$ cat src/rtl/freq_counter_pkg.sv
// Shared types and default sizing for the gated-window frequency counter.
package freq_counter_pkg;

    typedef enum logic [1:0] {
        IDLE  = 2'd0,
        ARM   = 2'd1,
        GATE  = 2'd2,
        LATCH = 2'd3
    } state_t;

    localparam int DEF_GATE_CYCLES = 100000000;
    localparam int DEF_CNT_W       = 16;

endpackage

$ cat src/rtl/sync_edge_detect.sv
// Purpose: two-flop synchronizer plus delayed copy, emits a one-cycle pulse per rising edge of async_in.
// Latency: a rise sampled at edge N is seen as a pulse by logic clocked at edge N+2.
// Backpressure: none; the pulse is combinational from the flops and never stalls.
module sync_edge_detect (
    input  logic cin,
    input  logic rst_n,
    input  logic async_in,
    output logic rise_pulse
);

    logic meta;
    logic sync;
    logic sync_d;

    always_ff @(posedge cin) begin
        if (!rst_n) begin
            meta   <= 1'b0;
            sync   <= 1'b0;
            sync_d <= 1'b0;
        end else begin
            meta   <= async_in;
            sync   <= meta;
            sync_d <= sync;
        end
    end

    assign rise_pulse = sync & ~sync_d;

endmodule

$ cat src/rtl/freq_counter.sv
// Purpose: counts sig_in rising edges over a GATE_CYCLES window and reports the saturating total.
// Latency: result appears one cycle after the window closes; back-to-back windows repeat every GATE_CYCLES+2.
// Backpressure: none; freq_valid is a single-cycle pulse with no handshake.
module freq_counter
    import freq_counter_pkg::*;
#(
    parameter int GATE_CYCLES = DEF_GATE_CYCLES,
    parameter int CNT_W       = DEF_CNT_W
) (
    input  logic             cin,
    input  logic             rst_n,
    input  logic             sig_in,
    input  logic             meas_en,
    output logic [CNT_W-1:0] freq_count,
    output logic             freq_valid,
    output logic             freq_ovf,
    output logic             busy
);

    localparam int            GW        = $clog2(GATE_CYCLES);
    localparam logic [GW-1:0] GATE_LAST = GW'(GATE_CYCLES - 1);

    state_t            state;
    state_t            state_nxt;
    logic [GW-1:0]     gate_cnt;
    logic [CNT_W-1:0]  edge_cnt;
    logic              sat;
    logic              rise;
    logic              gate_done;

    sync_edge_detect u_sync (
        .cin        (cin),
        .rst_n      (rst_n),
        .async_in   (sig_in),
        .rise_pulse (rise)
    );

    assign gate_done = (gate_cnt == GATE_LAST);
    assign busy      = (state == GATE);

    always_ff @(posedge cin) begin
        if (!rst_n) begin
            state <= IDLE;
        end else begin
            state <= state_nxt;
        end
    end

    always_comb begin
        state_nxt = state;
        case (state)
            IDLE:    if (meas_en) state_nxt = ARM;
            ARM:     state_nxt = GATE;
            GATE:    if (gate_done) state_nxt = LATCH;
            LATCH:   state_nxt = meas_en ? ARM : IDLE;
            default: state_nxt = IDLE;
        endcase
    end

    // The gate counter parks at its last value instead of wrapping; ARM reloads it.
    always_ff @(posedge cin) begin
        if (!rst_n) begin
            gate_cnt   <= '0;
            edge_cnt   <= '0;
            sat        <= 1'b0;
            freq_count <= '0;
            freq_valid <= 1'b0;
            freq_ovf   <= 1'b0;
        end else begin
            freq_valid <= (state == LATCH);
            case (state)
                ARM: begin
                    gate_cnt <= '0;
                    edge_cnt <= '0;
                    sat      <= 1'b0;
                end
                GATE: begin
                    if (!gate_done) gate_cnt <= gate_cnt + 1'b1;
                    if (rise) begin
                        if (&edge_cnt) sat <= 1'b1;
                        else           edge_cnt <= edge_cnt + 1'b1;
                    end
                end
                LATCH: begin
                    freq_count <= edge_cnt;
                    freq_ovf   <= sat;
                end
                default: ;
            endcase
        end
    end

endmodule

$ cat config.mk
export PLATFORM = sky130hd
export DESIGN_NAME = freq_counter
export DESIGN_NICKNAME = d
export VERILOG_FILES = /design/src/rtl/freq_counter_pkg.sv /design/src/rtl/sync_edge_detect.sv /design/src/rtl/freq_counter.sv
export SDC_FILE = /design/constraint.sdc
export NUM_CORES = 1
export LEC_CHECK = 0
export BUFFER_PORTS_ARGS = -buffer_cell sky130_fd_sc_hd__clkbuf_2
export CAP_MARGIN = 20
export CORE_UTILIZATION = 34
export DETAILED_ROUTE_END_ITERATION = 10
export SLEW_MARGIN = 20
export SYNTH_ARGS = -nofsm -noshare
export SYNTH_HDL_FRONTEND = slang
export SYNTH_SLANG_ARGS = --single-unit
$ cat constraint.sdc
create_clock -name cin -period 6.3 [get_ports cin]
set_clock_uncertainty 0.15 [all_clocks]
set_input_delay 0.63 -clock cin [delete_from_list [all_inputs] [get_ports cin]]
set_output_delay 0.63 -clock cin [all_outputs]
set_load 0.01 [all_outputs]
==> impl_metrics.json, run 1 <==
{
  "outcome": "finished, final reports clean",
  "vias_per_cell": 5.560,
  "grt_use_total": 0.1595,
  "critPathMaxFanout": 25,
  "dr.pass1.iters": 5,
  "clock-sinks": 67,
  "irDropWorstVdd_mv": 0.1227,
  "min_period_ps": 2455,
  "ys_warn_count": 0,
  "synth-main-ff-cell": "dfxtp_1",
  "grt_first_pass_wirelength_mm": 12.67,
  "finalWirelength_mm": 7.461,
  "start_util": 0.3509,
  "power.leakage_nw": 1.246,
  "cp-end-kind": "flip-flop",
  "nFillCells": 954,
  "rsz0062_at_grt": "false",
  "grt_pass1_vias": 2690,
  "drc": 0,
  "grt_max_degree": 37,
  "cts_tree": "done",
  "p_seq_frac": 0.418,
  "cts_buffers": 9,
  "finalSetupTns_ps": 0,
  "critPathArrivalTime_ps": 2550,
  "clkPwrFrac": 0.339,
  "post-route-period-util": 0.3897,
  "ios": 23,
  "min_path_type": "flip-flop to flip-flop",
  "hpwl_mm": 5.034,
  "n_antenna_cell": 0,
  "switching_power_uw": 360.7,
  "synth-edff-count": 0,
  "setup_viol": 0,
  "p_comb_frac": 0.243,
  "critPathSlowestCell": "nor4_1",
  "crit_chain": "inv_1 -> ha_1 -> buf_4 -> nand2_1 -> nor4_1 -> a31oi_1 -> a41o_1",
  "ys_ff_latch": 67,
  "finalNetCount": 406,
  "p_per_area_nw_per_um2": 293.6,
  "clk-insertion-delay-late_ps": 340,
  "die_h_um": 99.42,
  "slew_viol_final": 0,
  "antenna_found_initial": 0,
  "fin_total_pwr_mw": 1.069,
  "gr-total-overflow": 0,
  "avgSynthCellArea_um2": 8.605,
  "p_sw_frac": 0.3374,
  "core_area_um2": 9196,
  "synthCells": 375,
  "placementRows": 35,
  "ys_types": 54,
  "drive_above_1_share": 0.1150,
  "via_count": 2841,
  "required_ps": 6390,
  "path_clk_slew_ps": 80,
  "postCtsSetupRepairBufs": 0,
  "synth_nets": 386,
  "async_reset_ff_frac": 0,
  "r2r_slack_ps": 3840,
  "port-buffer-count": 22,
  "die_w_um": 99.42,
  "tightest_slew_ps": 1053,
  "drtAntennaViolNets": 0,
  "wire_per_inst_um": 14.60,
  "cts_root_buf": "clkbuf_8",
  "layout_common_cells": "67 x dfxtp_1, 37 x nor2_1, 35 x nand2_1",
  "fmax_ghz": 0.4073,
  "die_area_um2": 9884,
  "yosysSeqAreaShare": 0.4157,
  "max_stage_delay_ps": 770,
  "cts_resized": 0,
  "drv_cap": 0,
  "p_int_uw": 708.5,
  "drtIter0Drc": 100,
  "place_congestion": 0.8306,
  "cts_hold_buf": 0,
  "area_growth_pct": 12.87,
  "mostFrequentLayoutCell": "dfxtp_1",
  "relSlewSlack": 0.2980,
  "multi_input_area_um2": 1774,
  "hold_viol_final": 0,
  "start_kind": "flip-flop",
  "worstSetupPathType": "flip-flop to flip-flop",
  "clockBufferDepth": 2,
  "synth_area_um2": 3227,
  "hold_ws_ps": 291.7,
  "fin_util": 0.3961,
  "regArea_um2": 1341,
  "cts_max_level": 3
}
## critical path: cells and delay by family, from the launching register on
family / cells / cell delay (ps)
buffers and inverters: 2 / 370
adders and majority gates: 1 / 170
and+or+nand+nor: 2 / 870
AOI/OAI and AO/OA: 2 / 440
DFF: 1 / 350
## state kept, by name, summed over array words and instances (netlist names)
register / count
u_sync.sync_d: 1
state: 2
gate_cnt: 27
freq_count: 16
freq_valid: 1
u_sync.meta: 1
sat: 1
u_sync.sync: 1
freq_ovf: 1
edge_cnt: 16
## cell usage after synthesis (2+ instances only)
master | n | share of area
nand2b_1 | 7 | 0.014
inv_1 | 13 | 0.015
and3_1 | 5 | 0.0097
a31oi_1 | 8 | 0.016
or3_1 | 7 | 0.014
nand2_1 | 35 | 0.041
nand4_1 | 10 | 0.019
nand3b_1 | 2 | 0.0047
nor2_1 | 37 | 0.043
clkbuf_1 | 11 | 0.013
nor4b_1 | 2 | 0.0054
a21o_1 | 2 | 0.0047
a21oi_1 | 16 | 0.025
o311ai_0 | 2 | 0.0054
ha_1 | 7 | 0.027
a211oi_1 | 3 | 0.0070
and2_1 | 6 | 0.012
o41ai_1 | 4 | 0.011
a221oi_1 | 2 | 0.0054
o21ai_0 | 16 | 0.025
mux2i_1 | 22 | 0.068
buf_1 | 3 | 0.0035
xor2_1 | 4 | 0.011
or4_1 | 5 | 0.012
dfxtp_1 | 67 | 0.42
o211ai_1 | 10 | 0.023
o21a_1 | 2 | 0.0047
nor3_1 | 8 | 0.012
o31ai_1 | 6 | 0.014
nand3_1 | 15 | 0.023
a41o_1 | 2 | 0.0062
nor4_1 | 5 | 0.0097
nor2b_1 | 2 | 0.0039
o2111ai_1 | 5 | 0.014
and4_1 | 5 | 0.014
## layout make-up
cell class / count / area share
inverter: 14 / 0.01443
clock buffer: 11 / 0.03882
sequential: 67 / 0.3683
clock inverter: 5 / 0.01683
tap: 111 / 0.03813
timing repair buffer: 25 / 0.03641
multi-input combinational: 278 / 0.4871
## metal layers
metal | part of all wire | global-route usage | up-vias
li1 | - | - | 1441
met1 | 0.46 | 0.1868 | 1345
met2 | 0.49 | 0.2826 | 49
met3 | 0.032 | 0.03795 | 6
met4 | 0.0091 | 0.05882 | 0
met5 | 0 | 0 | -
## per-stage QoR
step	cell area, µm²	setup WS (ps)	cells
finish	3642	3845	511
global route	3642	3644	511
CTS	3642	3796	511
detailed placement	3440	3652	495
global placement	3436	3255	495
floorplan	3227	4077	375
## path summary, 6_finish.rpt
path                                              from                   endpoint  cells past startpoint
worst max register to register   state[0]$_SDFFE_PN0P_  gate_cnt[25]$_SDFFE_PN0P_                      7
worst min-delay path            u_sync.meta$_SDFF_PN0_     u_sync.sync$_SDFF_PN0_                      1
worst max-delay path             state[0]$_SDFFE_PN0P_  gate_cnt[25]$_SDFFE_PN0P_                      7
worst min register to register  u_sync.meta$_SDFF_PN0_     u_sync.sync$_SDFF_PN0_                      1
## logic make-up (layout without fill, tap and decap cells)
kind of cell / count (synthesis) / after routing / share of synthesized area
simple gates: 155 / 155 / 0.2485
compound gates: 88 / 88 / 0.1877
flops: 67 / 67 / 0.4157
buf+inv: 30 / 55 / 0.03567
mux: 23 / 23 / 0.07173
fa+ha+maj: 7 / 7 / 0.02714
xor+xnor: 5 / 5 / 0.01357
## power by group through the flow
stage / Clock (mW) / Sequential (mW) / Combinational [mW]
floorplan: 0 / 0.454 / 0.187
global placement: 0 / 0.456 / 0.258
detailed placement: 0 / 0.457 / 0.262
CTS: 0.373 / 0.447 / 0.263
global route: 0.391 / 0.449 / 0.291
finish: 0.363 / 0.447 / 0.259
Note: power is estimated with default switching activity, not from simulation.
==> inputs of run 2 (changes only) <==
==> constraint.sdc (replaced) <==
create_clock -name cin -period 2.4 [get_ports cin]
set_clock_uncertainty 0.15 [all_clocks]
set_input_delay 0.24 -clock cin [delete_from_list [all_inputs] [get_ports cin]]
set_output_delay 0.24 -clock cin [all_outputs]
set_load 0.01 [all_outputs]
==> impl_metrics.json, run 2 (synthesis gave the netlist of run 1 again) <==
{
  "area_growth_pct": 16.71,
  "cts_resized": 0,
  "grt_first_pass_wirelength_mm": 13.66,
  "instances_no_fill": 529,
  "finalNetCount": 424,
  "p_sw_frac": 0.3524,
  "drv_cap": 0,
  "critPathArrivalTime_ps": 2360,
  "via_count": 2919,
  "grt_use_total": 0.1740,
  "tightest_slew_ps": 724.8,
  "antenna_found_initial": 0,
  "placementRows": 35,
  "core_area_um2": 9196,
  "switching_power_uw": 993.9,
  "p_comb_frac": 0.267,
  "start_kind": "flip-flop",
  "slew_viol_final": 0,
  "clock-sinks": 67,
  "drive_above_1_share": 0.1531,
  "dr_wl_met3_um": 292,
  "post-route-period-util": 0.9196,
  "top_layer": "met4",
  "drc": 0,
  "cts_max_level": 3,
  "reg_top3": "gate_cnt x27, edge_cnt x16, freq_count x16",
  "cp-end-kind": "flip-flop",
  "clkPwrFrac": 0.317,
  "finalWirelength_mm": 7.785,
  "critPathMaxFanout": 7,
  "hpwl_mm": 5.377,
  "p_int_mw": 1.826,
  "min_period_ps": 2207,
  "irDropWorstVdd_mv": 0.3502,
  "vias_per_cell": 5.518,
  "drtAntennaViolNets": 0,
  "layout_common_cells": "67 x dfxtp_1, 37 x nor2_1, 35 x nand2_1",
  "regMostFlops": "gate_cnt",
  "worstSetupPathType": "flip-flop to flip-flop",
  "place_congestion": 0.8259,
  "setup_viol": 0,
  "fin_total_pwr_mw": 2.820,
  "fmax_ghz": 0.4531,
  "p_per_area_nw_per_um2": 748.9,
  "min_path_type": "input pin to flip-flop",
  "clockBufferDepth": 2,
  "grt_pass1_vias": 2890,
  "hold_viol_final": 0,
  "wire_per_inst_um": 14.72,
  "place_inst": 512,
  "finalSetupTns_ps": 0,
  "dr_wl_met2_mm": 3.932,
  "gr-total-overflow": 0,
  "mostFrequentLayoutCell": "dfxtp_1",
  "drtIter0Drc": 92,
  "outcome": "finished, final reports clean",
  "path_clk_slew_ps": 70,
  "cts_root_buf": "clkbuf_8",
  "start_util": 0.3509,
  "port-buffer-count": 22,
  "rsz0062_at_grt": "false",
  "die_w_um": 99.42,
  "die_h_um": 99.42,
  "die_area_um2": 9884,
  "power.leakage_nw": 1.328,
  "grt_max_degree": 35,
  "p_seq_frac": 0.416,
  "n_antenna_cell": 0,
  "cts_buffers": 9,
  "dr.pass1.iters": 4,
  "met1Wirelength_mm": 3.435,
  "largest_reg_flops": 27,
  "clk-insertion-delay-late_ps": 360,
  "required_ps": 2550,
  "dpl_cell_area_um2": 3567,
  "relSlewSlack": 0.5168,
  "postCtsSetupRepairBufs": 0,
  "final_area_um2": 3766,
  "ios": 23,
  "cts_tree": "done"
}
-- run 2: changes by cell type in the layout (fill, tap and decap cells not counted), sizes merged --
cell         change
inv              -1
clkinvlp         -1
buf             +17
clkinv           +3
dlygate4sd3      +1
bufinv           -1
-- run 2: what timing repair did --
item / in CTS / in global routing
setup endpoints to repair: 0 / 0
hold endpoints to repair: 1 / 0
hold buffers: 1 / 0
-- run 2: final cells by class --
| cell class | count | area (µm²) |
|---|---|---|
| Sequential cell | 67 | 1341 |
| Fill cell | 931 | 5430 |
| Tap cell | 111 | 138.9 |
| Multi-Input combinational cell | 278 | 1774 |
| Timing Repair Buffer | 43 | 270.3 |
| Inverter | 14 | 52.55 |
| Clock buffer | 11 | 151.4 |
| Clock inverter | 5 | 37.54 |
-- run 2: metrics by stage --
stage               utilization  hold slack, ps  setup WS, ps
floorplan                     -           217.3         177.0
global placement         0.3875           268.8         125.5
detailed placement       0.3879           270.4         210.8
CTS                      0.4095           119.4         186.5
global route             0.4095           149.6         11.30
finish                   0.4095           132.1         193.0
-- run 2: worst max-delay path, stage by stage (launching register included) --
cell and delay, ps:
dfxtp_1 440, and4_4 270, nand3_2 100, or4_1 680, or4_1 440, nand2_1 70
-- run 2: power groups by stage --
stage               Sequential (mW)  Clock [mW]  Combinational, mW
floorplan                      1.19           0              0.492
global placement               1.20           0              0.736
detailed placement             1.20           0              0.751
CTS                            1.17       0.925              0.757
global route                   1.18       0.963              0.832
finish                         1.17       0.894              0.753
-- run 2: final timing paths --
path	end	startpoint	slack [ps]	depth (start not counted)
max reg2reg	gate_cnt[24]$_SDFFE_PN0P_	gate_cnt[13]$_SDFFE_PN0P_	190	5
min	state[0]$_SDFFE_PN0P_	meas_en	130	4
min reg2reg	u_sync.sync$_SDFF_PN0_	u_sync.meta$_SDFF_PN0_	290	1
max	gate_cnt[24]$_SDFFE_PN0P_	gate_cnt[13]$_SDFFE_PN0P_	190	5
-- run 2: layer usage --
layer | global-route usage | vias to the layer above
li1 | - | 1475
met1 | 0.1988 | 1375
met2 | 0.3061 | 55
met3 | 0.04849 | 14
met4 | 0.07014 | 0
met5 | 0 | -
==> inputs of run 3 (changes only) <==
--- a/config.mk
+++ b/config.mk
@@ -7,8 +7,11 @@
 export LEC_CHECK = 0
 export BUFFER_PORTS_ARGS = -buffer_cell sky130_fd_sc_hd__clkbuf_2
 export CAP_MARGIN = 20
+export CELL_PAD_IN_SITES_DETAIL_PLACEMENT = 0
+export CELL_PAD_IN_SITES_GLOBAL_PLACEMENT = 2
 export CORE_UTILIZATION = 34
 export DETAILED_ROUTE_END_ITERATION = 10
+export PLACE_DENSITY_LB_ADDON = 0.1
 export SLEW_MARGIN = 20
 export SYNTH_ARGS = -nofsm -noshare
 export SYNTH_HDL_FRONTEND = slang
==> impl_metrics.json, run 3 (synthesis gave the netlist of run 1 again) <==
{
  "clk-insertion-delay-late_ps": 340,
  "worstSetupPathType": "flip-flop to flip-flop",
  "drv_cap": 0,
  "path_clk_slew_ps": 80,
  "layout_common_cells": "67 x dfxtp_1, 37 x nor2_1, 35 x nand2_1",
  "tightest_slew_ps": 950.9,
  "die_area_um2": 9884,
  "crit_buf_inv": 0,
  "irDropWorstVdd_mv": 0.2868,
  "reg_top3": "gate_cnt x27, edge_cnt x16, freq_count x16",
  "clockBufferDepth": 2,
  "clock-sinks": 67,
  "port-buffer-count": 22,
  "via_count": 2885,
  "min_path_type": "input pin to flip-flop",
  "wire_per_inst_um": 15.70,
  "dp_slack_ps": 193.3,
  "reg2reg_to": "edge_cnt[1]$_SDFFE_PN0P_",
  "drc": 0,
  "critPathSlowestCell": "dfxtp_1",
  "start_util": 0.3509,
  "path_delay_family": "simple AND/OR/NAND/NOR gates",
  "finalNetCount": 427,
  "cts_root_buf": "clkbuf_8",
  "fmax_ghz": 0.4529,
  "hpwl_mm": 5.864,
  "grt_max_degree": 35,
  "cts_buffers": 9,
  "core_area_um2": 9196,
  "regMostFlops": "gate_cnt",
  "cts_tree": "done",
  "place_congestion": 0.7932,
  "critPathArrivalTime_ps": 2300,
  "final_area_um2": 3781,
  "hold_viol_final": 0,
  "p_per_area_nw_per_um2": 750.6,
  "cts_max_level": 3,
  "mostFrequentLayoutCell": "dfxtp_1",
  "holdPathStages": 4,
  "finalWirelength_mm": 8.355,
  "dpl_cell_area_um2": 3586,
  "grt_first_pass_wirelength_mm": 13.83,
  "start_kind": "flip-flop",
  "min_from": "meas_en",
  "place_inst": 515,
  "r2r_slack_ps": 190,
  "hold_ws_ps": 184.6,
  "max_stage_delay_ps": 440,
  "slew_viol_final": 0,
  "r2r_cells": 6,
  "area_growth_pct": 17.18,
  "die_h_um": 99.42,
  "power.leakage_nw": 1.348,
  "gr-total-overflow": 0,
  "grt_pass1_vias": 2788,
  "required_ps": 2500,
  "r2r-start": "edge_cnt[0]$_SDFFE_PN0P_",
  "rsz0062_at_grt": "false",
  "largest_reg_flops": 27,
  "finalSetupTns_ps": 0,
  "instances_no_fill": 532,
  "grt_use_total": 0.1790,
  "antenna_found_initial": 0,
  "min_to": "state[0]$_SDFFE_PN0P_",
  "drtAntennaViolNets": 0,
  "die_w_um": 99.42,
  "crit_chain": "ha_1 -> nand3_1 -> or3_1 -> nor2_1 -> o21ai_0 -> a221oi_1",
  "setup_viol": 0,
  "relSlewSlack": 0.3660,
  "outcome": "finished, final reports clean",
  "postCtsSetupRepairBufs": 0,
  "vias_per_cell": 5.423,
  "placementRows": 35,
  "ios": 23,
  "post-route-period-util": 0.9200,
  "drtIter0Drc": 90,
  "min_period_ps": 2208,
  "drive_above_1_share": 0.1520,
  "n_antenna_cell": 0,
  "dr.pass1.iters": 4,
  "cp-end-kind": "flip-flop",
  "fin_ws_ps": 192.0,
  "critPathMaxFanout": 7
}
## run 3: how the worst max path moves through the flow
stage | from | to | slack (ps) | cells after the start
floorplan | state[0]$_SDFFE_PN0P_ | gate_cnt[24]$_SDFFE_PN0P_ | 180 | 8
global placement | edge_cnt[0]$_SDFFE_PN0P_ | edge_cnt[1]$_SDFFE_PN0P_ | 230 | 6
detailed placement | edge_cnt[0]$_SDFFE_PN0P_ | edge_cnt[1]$_SDFFE_PN0P_ | 190 | 6
CTS | edge_cnt[0]$_SDFFE_PN0P_ | edge_cnt[1]$_SDFFE_PN0P_ | 170 | 6
global route | edge_cnt[0]$_SDFFE_PN0P_ | edge_cnt[0]$_SDFFE_PN0P_ | 9 | 6
finish | edge_cnt[0]$_SDFFE_PN0P_ | edge_cnt[1]$_SDFFE_PN0P_ | 190 | 6
## run 3: power breakdown
| part | switching (mW) | leakage [nW] | total, mW | internal, mW |
|---|---|---|---|---|
| clock network | 0.446 | 0.0971 | 0.923 | 0.477 |
| registers | 0.0336 | 0.540 | 1.17 | 1.14 |
| logic | 0.492 | 0.711 | 0.742 | 0.250 |
## run 3: what timing repair did
| item | in CTS | in global routing |
|---|---|---|
| resized for setup | 0 | 0 |
| hold endpoints to repair | 1 | 0 |
| hold buffers | 1 | 0 |
## run 3: final cells by class
type	count	area, µm²
fillers	989	5415
multi-input cells	278	1770
flip-flops and latches	67	1341
repair buffers	46	292.8
well taps	111	138.9
clock buffers	11	131.4
clock inverters	5	53.80
inverters	14	52.55
## run 3: layer usage
layer  vias to the layer above  track usage  routed length [µm]
met5                         -            0                   0
met3                        11      0.02741                 132
met2                        29       0.3200                4281
met1                      1374       0.2145                3807
li1                       1471            -                   -
met4                         0      0.07127                 133
## run 3: worst register-to-register path, stage by stage (launching register included)
cell and delay [ps]:
dfxtp_1 440, ha_1 270, nand3_1 120, or3_1 380
nor2_1 360, o21ai_0 130, a221oi_1 260
## run 3: per-stage QoR
step | total power [mW] | utilization
floorplan | 1.683 | -
global placement | 1.942 | 0.3899
detailed placement | 1.949 | 0.3899
CTS | 2.894 | 0.4112
global route | 3.006 | 0.4112
finish | 2.838 | 0.4112
